[src/rtl/prf_wb_arbiter_pkg.sv]
// Shared core types for the PRF writeback front-end: default geometry and the
// writeback packet stored in each requestor FIFO.
package core_types_pkg;

  localparam int PRF_WR_COUNT       = 4;
  localparam int PRF_BANK_COUNT     = 4;
  localparam int PR_COUNT           = 128;
  localparam int ROB_ENTRIES        = 128;
  localparam int WB_DATA_WIDTH      = 32;
  localparam int LOG_PR_COUNT       = $clog2(PR_COUNT);
  localparam int LOG_PRF_BANK_COUNT = $clog2(PRF_BANK_COUNT);
  localparam int LOG_ROB_ENTRIES    = $clog2(ROB_ENTRIES);

  typedef struct packed {
    logic [WB_DATA_WIDTH-1:0]   data;
    logic [LOG_PR_COUNT-1:0]    PR;
    logic [LOG_ROB_ENTRIES-1:0] ROB_index;
  } wb_pkt_t;

endpackage

[src/rtl/prf_wb_arbiter_rr_arb.sv]
// N-way round-robin arbiter: one-hot grant searched upward from (ptr+1) mod N;
// the pointer moves to the winner on every grant and holds otherwise.
module prf_wb_rr_arb #(
  parameter int N = 4
) (
  input  logic         CLK,
  input  logic         nRST,
  input  logic [N-1:0] i_req,
  output logic [N-1:0] o_gnt,
  output logic         o_any
);

  localparam int PW = (N > 1) ? $clog2(N) : 1;

  logic [PW-1:0] r_ptr;
  logic [PW-1:0] w_winner;
  logic [PW-1:0] w_idx;
  logic          w_found;
  int            w_pos;

  // First requester at or after (ptr+1), wrapping upward.
  always_comb begin
    o_gnt    = '0;
    w_winner = r_ptr;
    w_found  = 1'b0;
    w_pos    = 0;
    w_idx    = '0;
    for (int i = 0; i < N; i++) begin
      w_pos = int'(r_ptr) + 1 + i;
      w_pos = (w_pos >= N) ? (w_pos - N) : w_pos;
      w_idx = PW'(w_pos);
      if (!w_found && i_req[w_idx]) begin
        o_gnt[w_idx] = 1'b1;
        w_winner     = w_idx;
        w_found      = 1'b1;
      end else begin
        w_found = w_found;
      end
    end
  end

  assign o_any = |i_req;

  // Reset value N-1 gives requestor 0 first priority.
  always_ff @(posedge CLK or negedge nRST) begin
    if (!nRST) begin
      r_ptr <= PW'(N - 1);
    end else if (o_any) begin
      r_ptr <= w_winner;
    end else begin
      r_ptr <= r_ptr;
    end
  end

endmodule

[src/rtl/prf_wb_arbiter.sv]
// Banked PRF writeback front-end: per-requestor packet FIFOs feeding one
// round-robin arbiter and one registered writeback bus per PRF bank.
module prf_wb_arbiter
  import core_types_pkg::*;
#(
  parameter int WR_COUNT    = PRF_WR_COUNT,
  parameter int BANK_COUNT  = PRF_BANK_COUNT,
  parameter int PR_COUNT    = core_types_pkg::PR_COUNT,
  parameter int ROB_ENTRIES = core_types_pkg::ROB_ENTRIES,
  parameter int DATA_WIDTH  = WB_DATA_WIDTH,
  parameter int FIFO_DEPTH  = 2,
  localparam int LOG_PR     = $clog2(PR_COUNT),
  localparam int LOG_BANK   = $clog2(BANK_COUNT),
  localparam int LOG_ROB    = $clog2(ROB_ENTRIES),
  localparam int UPR_W      = LOG_PR - LOG_BANK
) (
  input  logic                             CLK,
  input  logic                             nRST,
  input  logic [WR_COUNT-1:0]              WB_valid_by_wr,
  input  logic [WR_COUNT*DATA_WIDTH-1:0]   WB_data_by_wr,
  input  logic [WR_COUNT*LOG_PR-1:0]       WB_PR_by_wr,
  input  logic [WR_COUNT*LOG_ROB-1:0]      WB_ROB_index_by_wr,
  output logic [WR_COUNT-1:0]              WB_ready_by_wr,
  output logic [BANK_COUNT-1:0]            WB_bus_valid_by_bank,
  output logic [BANK_COUNT*DATA_WIDTH-1:0] WB_bus_data_by_bank,
  output logic [BANK_COUNT*UPR_W-1:0]      WB_bus_upper_PR_by_bank,
  output logic [BANK_COUNT*LOG_ROB-1:0]    WB_bus_ROB_index_by_bank
);

  localparam int PTR_W = (FIFO_DEPTH > 1) ? $clog2(FIFO_DEPTH) : 1;
  localparam int CNT_W = $clog2(FIFO_DEPTH + 1);

  wb_pkt_t             w_head [WR_COUNT];
  logic [WR_COUNT-1:0] w_nonempty;
  logic [WR_COUNT-1:0] w_pop;
  logic [WR_COUNT-1:0] w_req  [BANK_COUNT];
  logic [WR_COUNT-1:0] w_gnt  [BANK_COUNT];

  function automatic logic [PTR_W-1:0] ptr_inc(input logic [PTR_W-1:0] p);
    return (int'(p) == FIFO_DEPTH - 1) ? '0 : (p + PTR_W'(1));
  endfunction

  for (genvar w = 0; w < WR_COUNT; w++) begin : g_wr
    wb_pkt_t          r_mem [FIFO_DEPTH];
    logic [PTR_W-1:0] r_rd_ptr;
    logic [PTR_W-1:0] r_wr_ptr;
    logic [CNT_W-1:0] r_count;
    logic             w_push;
    wb_pkt_t          w_in;

    // Ready looks only at the registered count, never at this cycle's pop.
    assign WB_ready_by_wr[w] = (r_count < CNT_W'(FIFO_DEPTH));
    assign w_push            = WB_valid_by_wr[w] & WB_ready_by_wr[w];
    assign w_nonempty[w]     = (r_count != '0);
    assign w_head[w]         = r_mem[r_rd_ptr];
    assign w_in.data         = WB_data_by_wr[w*DATA_WIDTH +: DATA_WIDTH];
    assign w_in.PR           = WB_PR_by_wr[w*LOG_PR +: LOG_PR];
    assign w_in.ROB_index    = WB_ROB_index_by_wr[w*LOG_ROB +: LOG_ROB];

    // Packet storage; contents need no reset since count gates every read.
    always_ff @(posedge CLK) begin
      if (w_push) begin
        r_mem[r_wr_ptr] <= w_in;
      end
    end

    // Circular pointers and occupancy.
    always_ff @(posedge CLK or negedge nRST) begin
      if (!nRST) begin
        r_rd_ptr <= '0;
        r_wr_ptr <= '0;
        r_count  <= '0;
      end else begin
        if (w_push) r_wr_ptr <= ptr_inc(r_wr_ptr);
        if (w_pop[w]) r_rd_ptr <= ptr_inc(r_rd_ptr);
        case ({w_push, w_pop[w]})
          2'b10:   r_count <= r_count + CNT_W'(1);
          2'b01:   r_count <= r_count - CNT_W'(1);
          default: r_count <= r_count;
        endcase
      end
    end
  end

  // Request matrix: a head requests only the bank selected by its low PR bits.
  always_comb begin
    for (int b = 0; b < BANK_COUNT; b++) begin
      for (int w = 0; w < WR_COUNT; w++) begin
        w_req[b][w] = w_nonempty[w] && (w_head[w].PR[LOG_BANK-1:0] == LOG_BANK'(b));
      end
    end
  end

  // A head maps to one bank only, so at most one grant bit per WR is set.
  always_comb begin
    w_pop = '0;
    for (int b = 0; b < BANK_COUNT; b++) begin
      w_pop = w_pop | w_gnt[b];
    end
  end

  for (genvar b = 0; b < BANK_COUNT; b++) begin : g_bank
    logic                  w_any;
    wb_pkt_t               w_sel;
    logic                  r_valid;
    logic [DATA_WIDTH-1:0] r_data;
    logic [UPR_W-1:0]      r_upper_pr;
    logic [LOG_ROB-1:0]    r_rob;

    prf_wb_rr_arb #(.N(WR_COUNT)) u_arb (
      .CLK   (CLK),
      .nRST  (nRST),
      .i_req (w_req[b]),
      .o_gnt (w_gnt[b]),
      .o_any (w_any)
    );

    // One-hot AND-OR mux of the winning head.
    always_comb begin
      w_sel = '0;
      for (int w = 0; w < WR_COUNT; w++) begin
        w_sel = w_sel | (w_gnt[b][w] ? w_head[w] : '0);
      end
    end

    // Bus payload changes only on a grant.
    always_ff @(posedge CLK or negedge nRST) begin
      if (!nRST) begin
        r_valid    <= 1'b0;
        r_data     <= '0;
        r_upper_pr <= '0;
        r_rob      <= '0;
      end else begin
        r_valid <= w_any;
        if (w_any) begin
          r_data     <= w_sel.data;
          r_upper_pr <= w_sel.PR[LOG_PR-1:LOG_BANK];
          r_rob      <= w_sel.ROB_index;
        end
      end
    end

    assign WB_bus_valid_by_bank[b]                      = r_valid;
    assign WB_bus_data_by_bank[b*DATA_WIDTH +: DATA_WIDTH] = r_data;
    assign WB_bus_upper_PR_by_bank[b*UPR_W +: UPR_W]    = r_upper_pr;
    assign WB_bus_ROB_index_by_bank[b*LOG_ROB +: LOG_ROB] = r_rob;
  end

endmodule
[config.mk]
export PLATFORM = sky130hd
export DESIGN_NAME = prf_wb_arbiter
export DESIGN_NICKNAME = d
export VERILOG_FILES = /design/src/rtl/prf_wb_arbiter_pkg.sv /design/src/rtl/prf_wb_arbiter_rr_arb.sv /design/src/rtl/prf_wb_arbiter.sv
export SDC_FILE = /design/constraint.sdc
export NUM_CORES = 1
export LEC_CHECK = 0
export ABC_AREA = 1
export BUFFER_PORTS_ARGS = -buffer_cell sky130_fd_sc_hd__buf_2
export CAP_MARGIN = 20
export CORE_MARGIN = 2
export CORE_UTILIZATION = 49
export CTS_BUF_LIST = sky130_fd_sc_hd__clkbuf_8
export DETAILED_ROUTE_END_ITERATION = 10
export GPL_ROUTABILITY_DRIVEN = 1
export HOLD_SLACK_MARGIN = 0.12
export PLACE_DENSITY = 0.77
export SYNTH_ARGS = -nofsm -noshare
export SYNTH_HDL_FRONTEND = slang
export SYNTH_SLANG_ARGS = --single-unit
[constraint.sdc]
create_clock -name CLK -period 9.3 [get_ports CLK]
set_input_delay 0.465 -clock CLK [delete_from_list [all_inputs] [get_ports CLK]]
set_output_delay 0.465 -clock CLK [all_outputs]
set_load 0.05 [all_outputs]
==> flow_metrics.py <==
metrics = {
    "routing": {
        "finalWirelength_mm": 95.1,
        "drc_errors": 0,
        "antenna_left": 0,
        "dr.pass1.iters": 7,
        "drt-vias-per-instance": 5.29,
        "wire_per_inst_um": 20.1,
        "first_iter_violations": 2938,
        "via_count": 25000,
    },
    "floorplanning": {
        "core_area_mm2": 0.0564,
        "die_height_um": 243,
        "rows": 87,
        "num_io_pins": 374,
        "start_util": 0.495,
        "die_area_mm2": 0.0589,
        "die_w_um": 243,
    },
    "layout": {
        "layout-drive-gt1-share": 0.162,
        "fin_nets": 4112,
        "postLayoutCoreUtil": 0.603,
        "syn2layout_area_growth_pct": 21.7,
    },
    "sta": {
        "fin_crit_ps": 4850,
        "hold_violations": 0,
        "rsz0062_at_grt": "false",
        "period_share": 0.521,
        "fmax_mhz": 206,
        "setup_viol": 0,
        "drv_slew": 0,
        "relSlewSlack": 0.229,
        "finClkSkew_ps": 39.2,
        "worst_pin_slew_ps": 1160,
        "finalSetupTns_ps": 0,
    },
    "grt": {
        "grt_pass1_wl_mm": 140,
        "grt_use_total": 0.318,
        "grt_remaining_overflow": 0,
        "antenna_found_initial": 4,
        "grt_pass1_vias": 23100,
        "grt_max_degree": 78,
    },
    "clocking": {
        "cts_tree": "done",
        "cts_made_buffers": 92,
        "clk_pin_slew_ps": 70,
        "root_buffer": "clkbuf_8",
        "htreeDepth": 3,
        "clk_path_buf_depth": 3,
        "cts_sinks": 572,
        "clkLatencyLatePin_ps": 730,
    },
    "worst_setup_path": {
        "crit_type": "flop to flop",
        "critPathCaptureType": "flop",
        "critPathMaxFanout": 50,
        "crit_arrival_ps": 5430,
        "required_ps": 9880,
        "worstSetupStartpointType": "flop",
    },
    "synthesis": {
        "yosysSeqAreaShare": 0.579,
        "ys_seq_elements": 572,
        "synthCells": 3340,
        "synth.distinct_cells": 34,
        "postSynthAreaPerCell_um2": 8.36,
        "synth_area_mm2": 0.0279,
        "syn-num-nets": 3564,
        "yosys_warnings": 0,
    },
    "status": {
        "outcome": "completed",
    },
    "place": {
        "gp_congestion": 0.970,
        "hpwl_mm": 64.1,
        "numPortBuffers": 373,
    },
    "hold_path": {
        "hp-class": "input port to flop",
    },
    "job": {
        "maxCapViolations": 0,
    },
}
## Yosys cell counts (all sizes together)
| cell type | instances | area share |
|---|---|---|
| dfstp | 8 | 0.0075 |
| edfxtp | 368 | 0.40 |
| dfrtp | 196 | 0.18 |
| nor2 | 237 | 0.034 |
| a22oi | 2 | 0.00054 |
| nand3b | 2 | 0.00054 |
| clkinv | 6 | 0.00081 |
| o211ai | 2 | 0.00054 |
| a21o | 1 | 0.00027 |
| buf | 91 | 0.027 |
| o21ai | 14 | 0.0029 |
| nand4 | 27 | 0.0072 |
| nor3 | 3 | 0.00054 |
| nand2 | 2123 | 0.29 |
| xor2 | 12 | 0.0038 |
| inv | 71 | 0.0095 |
| clkbuf | 34 | 0.0046 |
| ha | 34 | 0.015 |
| nand3 | 96 | 0.021 |
| xnor2 | 4 | 0.0013 |
| a21oi | 9 | 0.0016 |
## layout make-up
cell class	instances	area, um2
well taps	756	946
diodes	4	10.0
clock inverters	59	454
flip-flops and latches	572	16200
multi-input cells	2566	10600
inverters	77	289
clock buffers	115	1580
fillers	4795	22400
repair buffers	579	3890
## final timing paths
kind                                                     to  slack, ps                            from  cells past startpoint
setup / recovery             g_wr[0].r_count[1]$_DFFE_PN0P_       4450    g_wr[3].r_rd_ptr$_DFFE_PN0N_                     17
hold / removal                 g_wr[1].r_wr_ptr$_DFFE_PN0P_        260               WB_valid_by_wr[1]                      3
setup reg to reg             g_wr[0].r_count[1]$_DFFE_PN0P_       4450    g_wr[3].r_rd_ptr$_DFFE_PN0N_                     17
hold reg to reg              g_bank[3].r_rob[1]$_DFFE_PN0N_        480  g_bank[3].r_rob[1]$_DFFE_PN0N_                      2
max in group asynchronous  g_bank[1].r_data[12]$_DFFE_PN0N_       7520                            nRST                      3
min in group asynchronous    g_bank[2].r_rob[2]$_DFFE_PN0N_        290                            nRST                      2
## worst max-delay path: stages (launching register included)
cell,delay [ps]
dfrtp_2,1080
inv_2,700
nand2_2,240
nand2_4,120
nor2_8,150
nand3_2,100
nand3_2,110
nand2_4,80
nand3_2,140
nor2_1,60
nor2_1,110
nand2_2,640
nor2_1,350
nand2_1,120
ha_1,330
a21oi_1,120
o21ai_0,110
xor2_1,150
## state kept, by name, summed over array words and instances (netlist names)
name	count
g_wr.r_mem	368
g_wr.r_wr_ptr	4
g_bank.u_arb.r_ptr	8
g_bank.r_upper_pr	20
g_wr.r_rd_ptr	4
g_bank.r_data	128
g_bank.r_valid	4
g_bank.r_rob	28
g_wr.r_count	8
## per-stage QoR
step                hold WS (ps)  worst slack (ps)  instance area, um2  std cells
global route                 232              4030               34000       4727
CTS                          207              4470               34000       4724
detailed placement           448              4500               30100       4365
finish                       257              4450               34000       4728
global placement             440              4550               30100       4365
floorplan                    169              5950               27900       3340
## repair_timing
item,in CTS,in global routing
buffers inserted,0,0
resized for setup,0,0
setup endpoints to repair,0,0
hold endpoints to repair,425,0
hold buffers,185,0
## metal layers
| layer | up-vias | routed length, um | global-route usage |
|---|---|---|---|
| met2 | 1535 | 41500 | 0.479 |
| li1 | 11600 | - | - |
| met1 | 11600 | 38800 | 0.445 |
| met4 | 0 | 4270 | 0.140 |
| met5 | - | 0 | 0 |
| met3 | 227 | 10500 | 0.0695 |
## layout by cell type (no fill, tap or decap), types with 2 or more instances in the layout
master / instances
nand2_1: 2092
o211ai_1: 2
nor2_1: 218
dfstp_2: 8
nand3_1: 79
nand2_4: 7
inv_6: 2
nand3_2: 14
clkbuf_8: 115
buf_2: 372
dlygate4sd3_1: 185
inv_1: 74
ha_1: 34
nand3b_1: 2
a22oi_1: 2
nand4_1: 22
clkinvlp_4: 4
clkinv_2: 12
o21ai_0: 11
dfrtp_1: 192
dfrtp_2: 4
nor2_4: 10
buf_4: 21
diode_2: 4
nand2_2: 24
nor3_1: 3
inv_8: 2
a21oi_1: 9
nand3_4: 3
xor2_1: 12
bufinv_16: 6
xnor2_1: 4
nor2_2: 7
nor2_8: 2
edfxtp_1: 368
o21ai_2: 3
clkinv_1: 17
inv_2: 16
nand4_2: 5
## cells by family (layout without fill, tap and decap cells)
logic type	Yosys count	count (layout)	synth area share
adders and majority gates	34	34	0.0152
DFF	572	572	0.579
AOI/OAI and AO/OA	28	28	0.00587
and+or+nand+nor	2488	2488	0.353
xor gates and xnor gates	16	16	0.00502
other	0	4	0
buffers and inverters	202	830	0.0417
Power is left out: the tool's default activity adds up to more than one toggle a clock period on the data nets, which glitch-free logic cannot reach.
